==> src/rtl/pulse_meter_pkg.sv <==
// Shared types and helpers for the pulse period meter.
//   meter_state_t : measurement FSM state encoding
//   sat_inc       : increment that sticks at a ceiling value
package pulse_meter_pkg;

    typedef enum logic [1:0] {
        S_IDLE,
        S_MEASURE,
        S_LOCKED
    } meter_state_t;

    function automatic int unsigned sat_inc(input int unsigned v, input int unsigned max);
        return (v >= max) ? max : v + 1;
    endfunction

endpackage

==> src/rtl/rising_edge_detect.sv <==
// Rising-edge detector for an already-synchronous input.
// The history register updates every cycle regardless of any enable in the
// consumer, so a level that rose while the consumer was frozen is not seen
// as a fresh edge once it resumes.
//   clk        : system clock
//   rst        : synchronous active-low reset
//   in         : synchronous input level
//   pulse_edge : high for the cycle in which 'in' goes 0 -> 1
module rising_edge_detect (
    input  logic clk,
    input  logic rst,
    input  logic in,
    output logic pulse_edge
);

    logic prev_in;

    always_ff @(posedge clk) begin
        if (!rst) prev_in <= 1'b0;
        else      prev_in <= in;
    end

    assign pulse_edge = in & ~prev_in;

endmodule

==> src/rtl/pulse_period_meter.sv <==
// Measures the interval, in clk cycles, between rising edges on pulse_in,
// declares lock after LOCK_COUNT consecutive matching intervals and strobes
// timeout when no edge arrives within MAX = 2^N-1 cycles.
// Build option: define PULSE_METER_JITTER_EN to accept intervals within
// +/-1 cycle of the previous one as matching (default: exact match).
//
// state     | meaning
// ----------+-------------------------------------------------------------
// S_IDLE    | no reference edge yet; waiting for the first edge
// S_MEASURE | counting intervals, building a run of matching intervals
// S_LOCKED  | run reached LOCK_COUNT; any mismatch drops back to S_MEASURE
//
// Ports:
//   clk          : system clock
//   rst          : synchronous active-low reset
//   ena          : 1 = measure, 0 = freeze all measurement state
//   pulse_in     : synchronous pulse stream (rising edges counted)
//   period       : most recent measured interval
//   period_valid : one-cycle strobe, period updated
//   locked       : LOCK_COUNT consecutive matching intervals seen
//   timeout      : one-cycle strobe, no edge within MAX cycles
module pulse_period_meter
    import pulse_meter_pkg::*;
#(
    parameter int N          = 8,
    parameter int LOCK_COUNT = 3
) (
    input  logic         clk,
    input  logic         rst,
    input  logic         ena,
    input  logic         pulse_in,
    output logic [N-1:0] period,
    output logic         period_valid,
    output logic         locked,
    output logic         timeout
);

    localparam logic [N-1:0] MAX      = {N{1'b1}};
    localparam int unsigned  MAX_I    = (1 << N) - 1;
    localparam logic [N-1:0] LOCK_THR = N'(LOCK_COUNT);

    logic         pulse_edge;
    meter_state_t state;
    logic [N-1:0] cnt;
    logic [N-1:0] match_cnt;
    logic         interval_match;
    logic [N-1:0] match_next;

    rising_edge_detect u_edge (
        .clk        (clk),
        .rst        (rst),
        .in         (pulse_in),
        .pulse_edge (pulse_edge)
    );

`ifdef PULSE_METER_JITTER_EN
    localparam logic [N:0] ONE_W = (N+1)'(1);
    logic [N:0] diff;
    // Extra bit keeps the difference from wrapping near MAX.
    assign diff = (cnt >= period) ? ({1'b0, cnt} - {1'b0, period})
                                  : ({1'b0, period} - {1'b0, cnt});
    assign interval_match = (diff <= ONE_W);
`else
    assign interval_match = (cnt == period);
`endif

    // match_cnt==0 means no earlier interval in this run, so the first
    // interval after IDLE always starts a fresh run of 1.
    assign match_next = (match_cnt != '0 && interval_match)
                        ? N'(sat_inc(32'(match_cnt), MAX_I))
                        : N'(1);

    always_ff @(posedge clk) begin
        if (!rst) begin
            state        <= S_IDLE;
            cnt          <= '0;
            match_cnt    <= '0;
            period       <= '0;
            period_valid <= 1'b0;
            locked       <= 1'b0;
            timeout      <= 1'b0;
        end else begin
            period_valid <= 1'b0;
            timeout      <= 1'b0;
            if (ena) begin
                if (pulse_edge) cnt <= N'(1);
                else            cnt <= N'(sat_inc(32'(cnt), MAX_I));

                case (state)
                    S_IDLE: begin
                        if (pulse_edge) state <= S_MEASURE;
                    end
                    S_MEASURE: begin
                        if (pulse_edge) begin
                            period       <= cnt;
                            period_valid <= 1'b1;
                            match_cnt    <= match_next;
                            if (match_next >= LOCK_THR) begin
                                locked <= 1'b1;
                                state  <= S_LOCKED;
                            end
                        end else if (cnt == MAX) begin
                            timeout   <= 1'b1;
                            locked    <= 1'b0;
                            match_cnt <= '0;
                            state     <= S_IDLE;
                        end
                    end
                    S_LOCKED: begin
                        if (pulse_edge) begin
                            period       <= cnt;
                            period_valid <= 1'b1;
                            if (interval_match) begin
                                match_cnt <= match_next;
                            end else begin
                                locked    <= 1'b0;
                                match_cnt <= N'(1);
                                state     <= S_MEASURE;
                            end
                        end else if (cnt == MAX) begin
                            timeout   <= 1'b1;
                            locked    <= 1'b0;
                            match_cnt <= '0;
                            state     <= S_IDLE;
                        end
                    end
                    default: state <= S_IDLE;
                endcase
            end
        end
    end

endmodule

==> config.mk <==
export PLATFORM = sky130hd
export DESIGN_NAME = pulse_period_meter
export DESIGN_NICKNAME = d
export VERILOG_FILES = /design/src/rtl/pulse_meter_pkg.sv /design/src/rtl/rising_edge_detect.sv /design/src/rtl/pulse_period_meter.sv
export SDC_FILE = /design/constraint.sdc
export NUM_CORES = 1
export LEC_CHECK = 0
export CAP_MARGIN = 10
export CORE_ASPECT_RATIO = 0.75
export CORE_MARGIN = 2
export CORE_UTILIZATION = 55
export DETAILED_ROUTE_END_ITERATION = 6
export HOLD_SLACK_MARGIN = 0.05
export PLACE_DENSITY = 0.76
export SLEW_MARGIN = 10
export SYNTH_ARGS = -nofsm -noshare
export SYNTH_HDL_FRONTEND = slang
export SYNTH_SLANG_ARGS = --single-unit
==> constraint.sdc <==
create_clock -name clk -period 3.2 [get_ports clk]
set_clock_uncertainty 0.1 [all_clocks]
set_input_delay 0.64 -clock clk [delete_from_list [all_inputs] [get_ports clk]]
set_output_delay 0.64 -clock clk [all_outputs]
set_load 0.03 [all_outputs]
==> metrics.csv, run 1 <==
metric;value;unit
drive_above_1_share;8.51;%
max_cap_violations;0;
die_h;53.0;um
wirelength;4340;um
p_leak;0.804;nW
crit_path_start;match_cnt[0];
grtUsageTotal;26.7;%
power.density;423;nW/um^2
cpPeakStageDelay;0.45;ns
netlist_area;1760;um^2
slew_headroom;62.9;%
synth-seq-cells;30;
rrSetupSlack;0.71;ns
root_buffer;clkbuf_8;
diodes;0;
yosysSeqAreaShare;34.2;%
die_width;69.3;um
clock_sinks;30;
slew_viol_final;0;
rr_endpoint;state[1];
setup-tns-final;0;ns
antenna_found_initial;0;
r2r_cells;7;
path_clk_slew;0.06;ns
drt-vias-per-instance;6.27;
drt_first_pass_iters;4;
cp-start-kind;flop;
path_max_fanout;9;
cp_slowest_cell;a2111o_1;
synth_area_leader_cell;dfxtp_1;
netlist.area_leader.share;34.2;%
fillers;231;
min_path_type;reg2reg;
rows;17;
tightestPinTransition;0.551;ns
cp_cell_sequence;ha_1 -> and3_1 -> nand2b_4 -> or3_1 -> a2111o_1 -> nand4_1 -> mux2i_1;
synth_area_per_cell;7.92;um^2
synth-edff-count;0;
dieArea;3670;um^2
clockBufferDepth;2;
cts_resized;0;
drc;0;
ys_async_sr_fraction;0;%
final_hold_viol_count;0;
drt_iter0_drc;149;
yosys_warnings;0;
critPathKind;reg2reg;
grt_pass1_vias;1608;
crit_buf_inv;0;
grt_remaining_overflow;0;
initial_utilization;58.6;%
setup_viol_count_final;0;
place_congestion;0.914;
numCtsBuffers;5;
setup_slack;0.707;ns
syn2layout_area_growth;15.5;%
crit_end;state[1];
syn-num-nets;233;
cp-end-kind;flop;
dpl_worst_slack;0.594;ns
postCtsHoldBufs;0;
vias;1712;
routedWlPerCell;15.9;um
grt_pass1_wl;7510;um
final_common_cell;nand2_1;
syn-instance-count;222;
dp_hpwl;3070;um
cp.arrival;2.60;ns
htree_levels;2;
reg2reg_from;match_cnt[0];
clock_latency;0.29;ns
tritoncts;yes;
status;completed;
synthFlopType;dfxtp_1;
core-area;3000;um^2
cp_num_cells;7;
grt_max_degree;20;
rsz0062_at_grt;no;
synth_cell_types;46;
postCtsSetupBuffers;0;
timing.final.crit_share;77.9;%
fin_crit;2.49;ns
ios;15;
fin_nets;246;
critPathRequiredTime;3.31;ns
path_delay_family;simple AND/OR/NAND/NOR gates;
drtAntennaViolNets;0;
yosys-top-cells-area;dfxtp_1 34%, nand2_1 7.5%, o21ai_0 5.1%;
layout_common_cells;35 x nand2_1, 30 x dfxtp_1, 18 x o21ai_0;
vdd_drop_max;296;uV
fmax;401;MHz
port-buffer-count;14;
-- stage by stage --
stage	power (mW)	instance area [um^2]	hold slack (ns)	instances	utilization (%)
after floorplan	0.446	1760	0.383	222	-
after detailed placement	0.472	1920	0.389	266	64.0
final	0.860	2030	0.395	273	67.7
after CTS	0.860	2030	0.398	273	67.7
after global routing	0.888	2030	0.403	273	67.7
after global placement	0.468	1920	0.376	266	64.0
-- worst min path at each step --
stage | from | to | cells past startpoint | slack, ns
finish | period[7] | period[7] | 2 | 0.40
global route | period[7] | period[7] | 2 | 0.40
CTS | period[7] | period[7] | 2 | 0.40
detailed placement | period[7] | period[7] | 2 | 0.39
global placement | period[5] | period[5] | 2 | 0.38
floorplan | state[1] | state[1] | 2 | 0.38
-- worst reg2reg max path: stages (launching register included) --
cell and delay [ns]:
dfxtp_1 0.37, ha_1 0.28, and3_1 0.32, nand2b_4 0.19, or3_1 0.31, a2111o_1 0.45, nand4_1 0.19, mux2i_1 0.21
-- final cells by class --
cell class | instances | area [um^2] | area share [%]
tap | 38 | 47.5 | 2.34
clock inverter | 1 | 30.0 | 1.48
multi-input combinational | 173 | 1070 | 52.7
inverter | 6 | 22.5 | 1.11
timing repair buffer | 19 | 178 | 8.75
clock buffer | 6 | 82.6 | 4.07
sequential | 30 | 601 | 29.6
-- layer usage --
metal	vias up	share of wire (%)	GRT usage [%]
li1	818	-	-
met1	812	49	34.5
met4	0	1.5	9.15
met5	-	0	0
met3	11	7.6	8.00
met2	71	42	42.8
-- kinds of logic (layout without fill, tap and decap cells) --
| logic type | Yosys count | count (layout) | share of synthesized area (%) |
|---|---|---|---|
| adder cells (fa/ha/maj) | 7 | 7 | 4.98 |
| AND/OR/NAND/NOR | 90 | 90 | 26.5 |
| AO/OA/AOI/OAI | 65 | 65 | 23.6 |
| XOR/XNOR | 8 | 8 | 3.99 |
| flip-flops | 30 | 30 | 34.2 |
| multiplexers | 3 | 3 | 1.71 |
| buffers and inverters | 19 | 32 | 4.98 |
-- cell usage after synthesis (all sizes together) (2+ instances only) --
cell / count
a21boi: 10
a21o: 3
a21oi: 15
a22o: 3
a31oi: 3
and2: 2
and3: 10
buf: 3
clkbuf: 10
dfxtp: 30
ha: 7
inv: 6
mux2i: 3
nand2: 35
nand2b: 4
nand3: 8
nand4: 4
nor2: 9
nor2b: 2
nor3: 4
nor4: 3
o211ai: 2
o21ai: 19
o22ai: 3
o31ai: 2
or3: 2
xor2: 8
-- registers in the layout, summed over array words and instances, names as in the netlist --
signal,count
match_cnt,8
period_valid,1
state,2
u_edge.prev_in,1
locked,1
period,8
cnt,8
timeout,1
-- report_power, final --
| part | switching [mW] | internal (mW) |
|---|---|---|
| sequential | 0.00752 | 0.379 |
| clock | 0.144 | 0.249 |
| combinational | 0.0484 | 0.0315 |
No activity file was read; power rests on OpenSTA's default activity.
==> inputs of run 2 (changes only) <==
==> constraint.sdc (replaced) <==
create_clock -name clk -period 2.6 [get_ports clk]
set_clock_uncertainty 0.1 [all_clocks]
set_input_delay 0.52 -clock clk [delete_from_list [all_inputs] [get_ports clk]]
set_output_delay 0.52 -clock clk [all_outputs]
set_load 0.03 [all_outputs]
==> metrics.csv, run 2 (same netlist as run 1, synthesis figures left out) <==
metric;value;unit;change
antenna_found_initial;0;;unchanged
rsz0062_at_grt;no;;unchanged
place_inst;271;;was 266
grt_remaining_overflow;0;;unchanged
drtAntennaViolNets;0;;unchanged
slew_headroom;61.7;%;was 62.9%
die_width;69.3;um;unchanged
setup_viol_count_final;0;;unchanged
initial_utilization;58.6;%;unchanged
timing.final.crit_share;94.2;%;was 77.9%
p_total;0.978;mW;was 0.860 mW
drt_first_pass_iters;5;;was 4
dpl_worst_slack;0.181;ns;was 0.594 ns
r2r_cells;6;;was 7
drc;0;;unchanged
cpPeakStageDelay;0.54;ns;was 0.45 ns
wirelength;4500;um;was 4340 um
rows;17;;unchanged
stdcell_count;279;;was 273
layout_common_cells;35 x nand2_1, 30 x dfxtp_1, 18 x o21ai_0;;unchanged
port-buffer-count;14;;unchanged
final_common_cell;nand2_1;;unchanged
cp_slowest_cell;nor4_1;;was a2111o_1
critPathKind;reg2reg;;unchanged
place_congestion;0.980;;was 0.914
grt_pass1_wl;7380;um;was 7510 um
cts_resized;0;;unchanged
p_leak;0.820;nW;was 0.804 nW
drt_iter0_drc;169;;was 149
slew_viol_final;0;;unchanged
grtUsageTotal;26.2;%;was 26.7%
vias;1746;;was 1712
max_cap_violations;0;;unchanged
fin_nets;251;;was 246
ios;15;;unchanged
drive_above_1_share;10.4;%;was 8.51%
status;completed;;unchanged
dieArea;3670;um^2;unchanged
dp_hpwl;3220;um;was 3070 um
drt-vias-per-instance;6.26;;was 6.27
cp_cell_sequence;xor2_1 -> nor4_1 -> nand2_1 -> nor3_2 -> o31ai_1 -> a21oi_1;;was ha_1 -> and3_1 -> nand2b_4 -> or3_1 -> a2111o_1 -> nand4_1 -> mux2i_1
routedWlPerCell;16.1;um;was 15.9 um
postCtsSetupBuffers;0;;unchanged
htree_levels;2;;unchanged
fillers;242;;was 231
min_path_cells;2;;unchanged
place_area;1960;um^2;was 1920 um^2
largest_registers;cnt: 8 flops, match_cnt: 8 flops, period: 8 flops;;unchanged
core-area;3000;um^2;unchanged
path_clk_slew;0.07;ns;was 0.06 ns
postCtsHoldBufs;0;;unchanged
setup-tns-final;0;ns;unchanged
diodes;0;;unchanged
final_hold_viol_count;0;;unchanged
regArea;601;um^2;unchanged
fmax;408;MHz;was 401 MHz
fin_crit;2.45;ns;was 2.49 ns
final_area;2050;um^2;was 2030 um^2
tightestPinTransition;0.569;ns;was 0.551 ns
root_buffer;clkbuf_8;;unchanged
grt_max_degree;20;;unchanged
cp-end-kind;flop;;unchanged
cp-start-kind;flop;;unchanged
power.density;478;nW/um^2;was 423 nW/um^2
hold_ws;0.397;ns;was 0.395 ns
clock_sinks;30;;unchanged
die_h;53.0;um;unchanged
clockBufferDepth;2;;unchanged
final_core_util;68.3;%;was 67.7%
tritoncts;yes;;unchanged
grt_pass1_vias;1551;;was 1608
min_path_type;reg2reg;;unchanged
cp.arrival;2.57;ns;was 2.60 ns
numCtsBuffers;5;;unchanged
vdd_drop_max;267;uV;was 296 uV
critPathRequiredTime;2.72;ns;was 3.31 ns
path_max_fanout;9;;unchanged
setup_slack;0.152;ns;was 0.707 ns
syn2layout_area_growth;16.4;%;was 15.5%
multi_input_area;1070;um^2;unchanged
clock_latency;0.29;ns;about the same
run 2: cell types whose count changed in the layout (fill, tap and decap cells not counted), sizes merged:
cell / previous run / this run
bufinv: 1 / 0
clkinv: 0 / 1
clkbuf: 6 / 7
buf: 5 / 10
run 2: final timing paths:
path	slack, ns	endpoint	startpoint
min	0.40	period[1]	period[1]
min reg2reg	0.40	period[1]	period[1]
max	0.15	match_cnt[7]	cnt[2]
max reg2reg	0.15	match_cnt[7]	cnt[2]
run 2: power by group:
part	internal, mW	leakage [nW]	switching [mW]
clock	0.213	0.0482	0.188
combinational	0.0409	0.530	0.0595
sequential	0.467	0.242	0.00938
run 2: worst max-delay path: cells and delay by family, from the launching register on:
family          cells  cell delay (ns)
xor+xnor            1             0.13
simple gates        3             1.31
flops               1             0.51
compound gates      2             0.34
run 2: layout make-up:
type | instances | share of cell area, %
multi-input combinational | 173 | 52.3
sequential | 30 | 29.3
timing repair buffer | 24 | 10.5
clock buffer | 7 | 4.22
tap | 38 | 2.32
inverter | 6 | 1.10
clock inverter | 1 | 0.244
run 2: routing by layer:
layer / routed length [um] / global-route usage (%) / share of wire (%) / vias up
li1: - / - / - / 828
met1: 2070 / 36.0 / 46 / 800
met2: 1910 / 40.2 / 43 / 113
met3: 459 / 6.48 / 10 / 5
met4: 50 / 9.15 / 1.1 / 0
met5: 0 / 0 / 0 / -
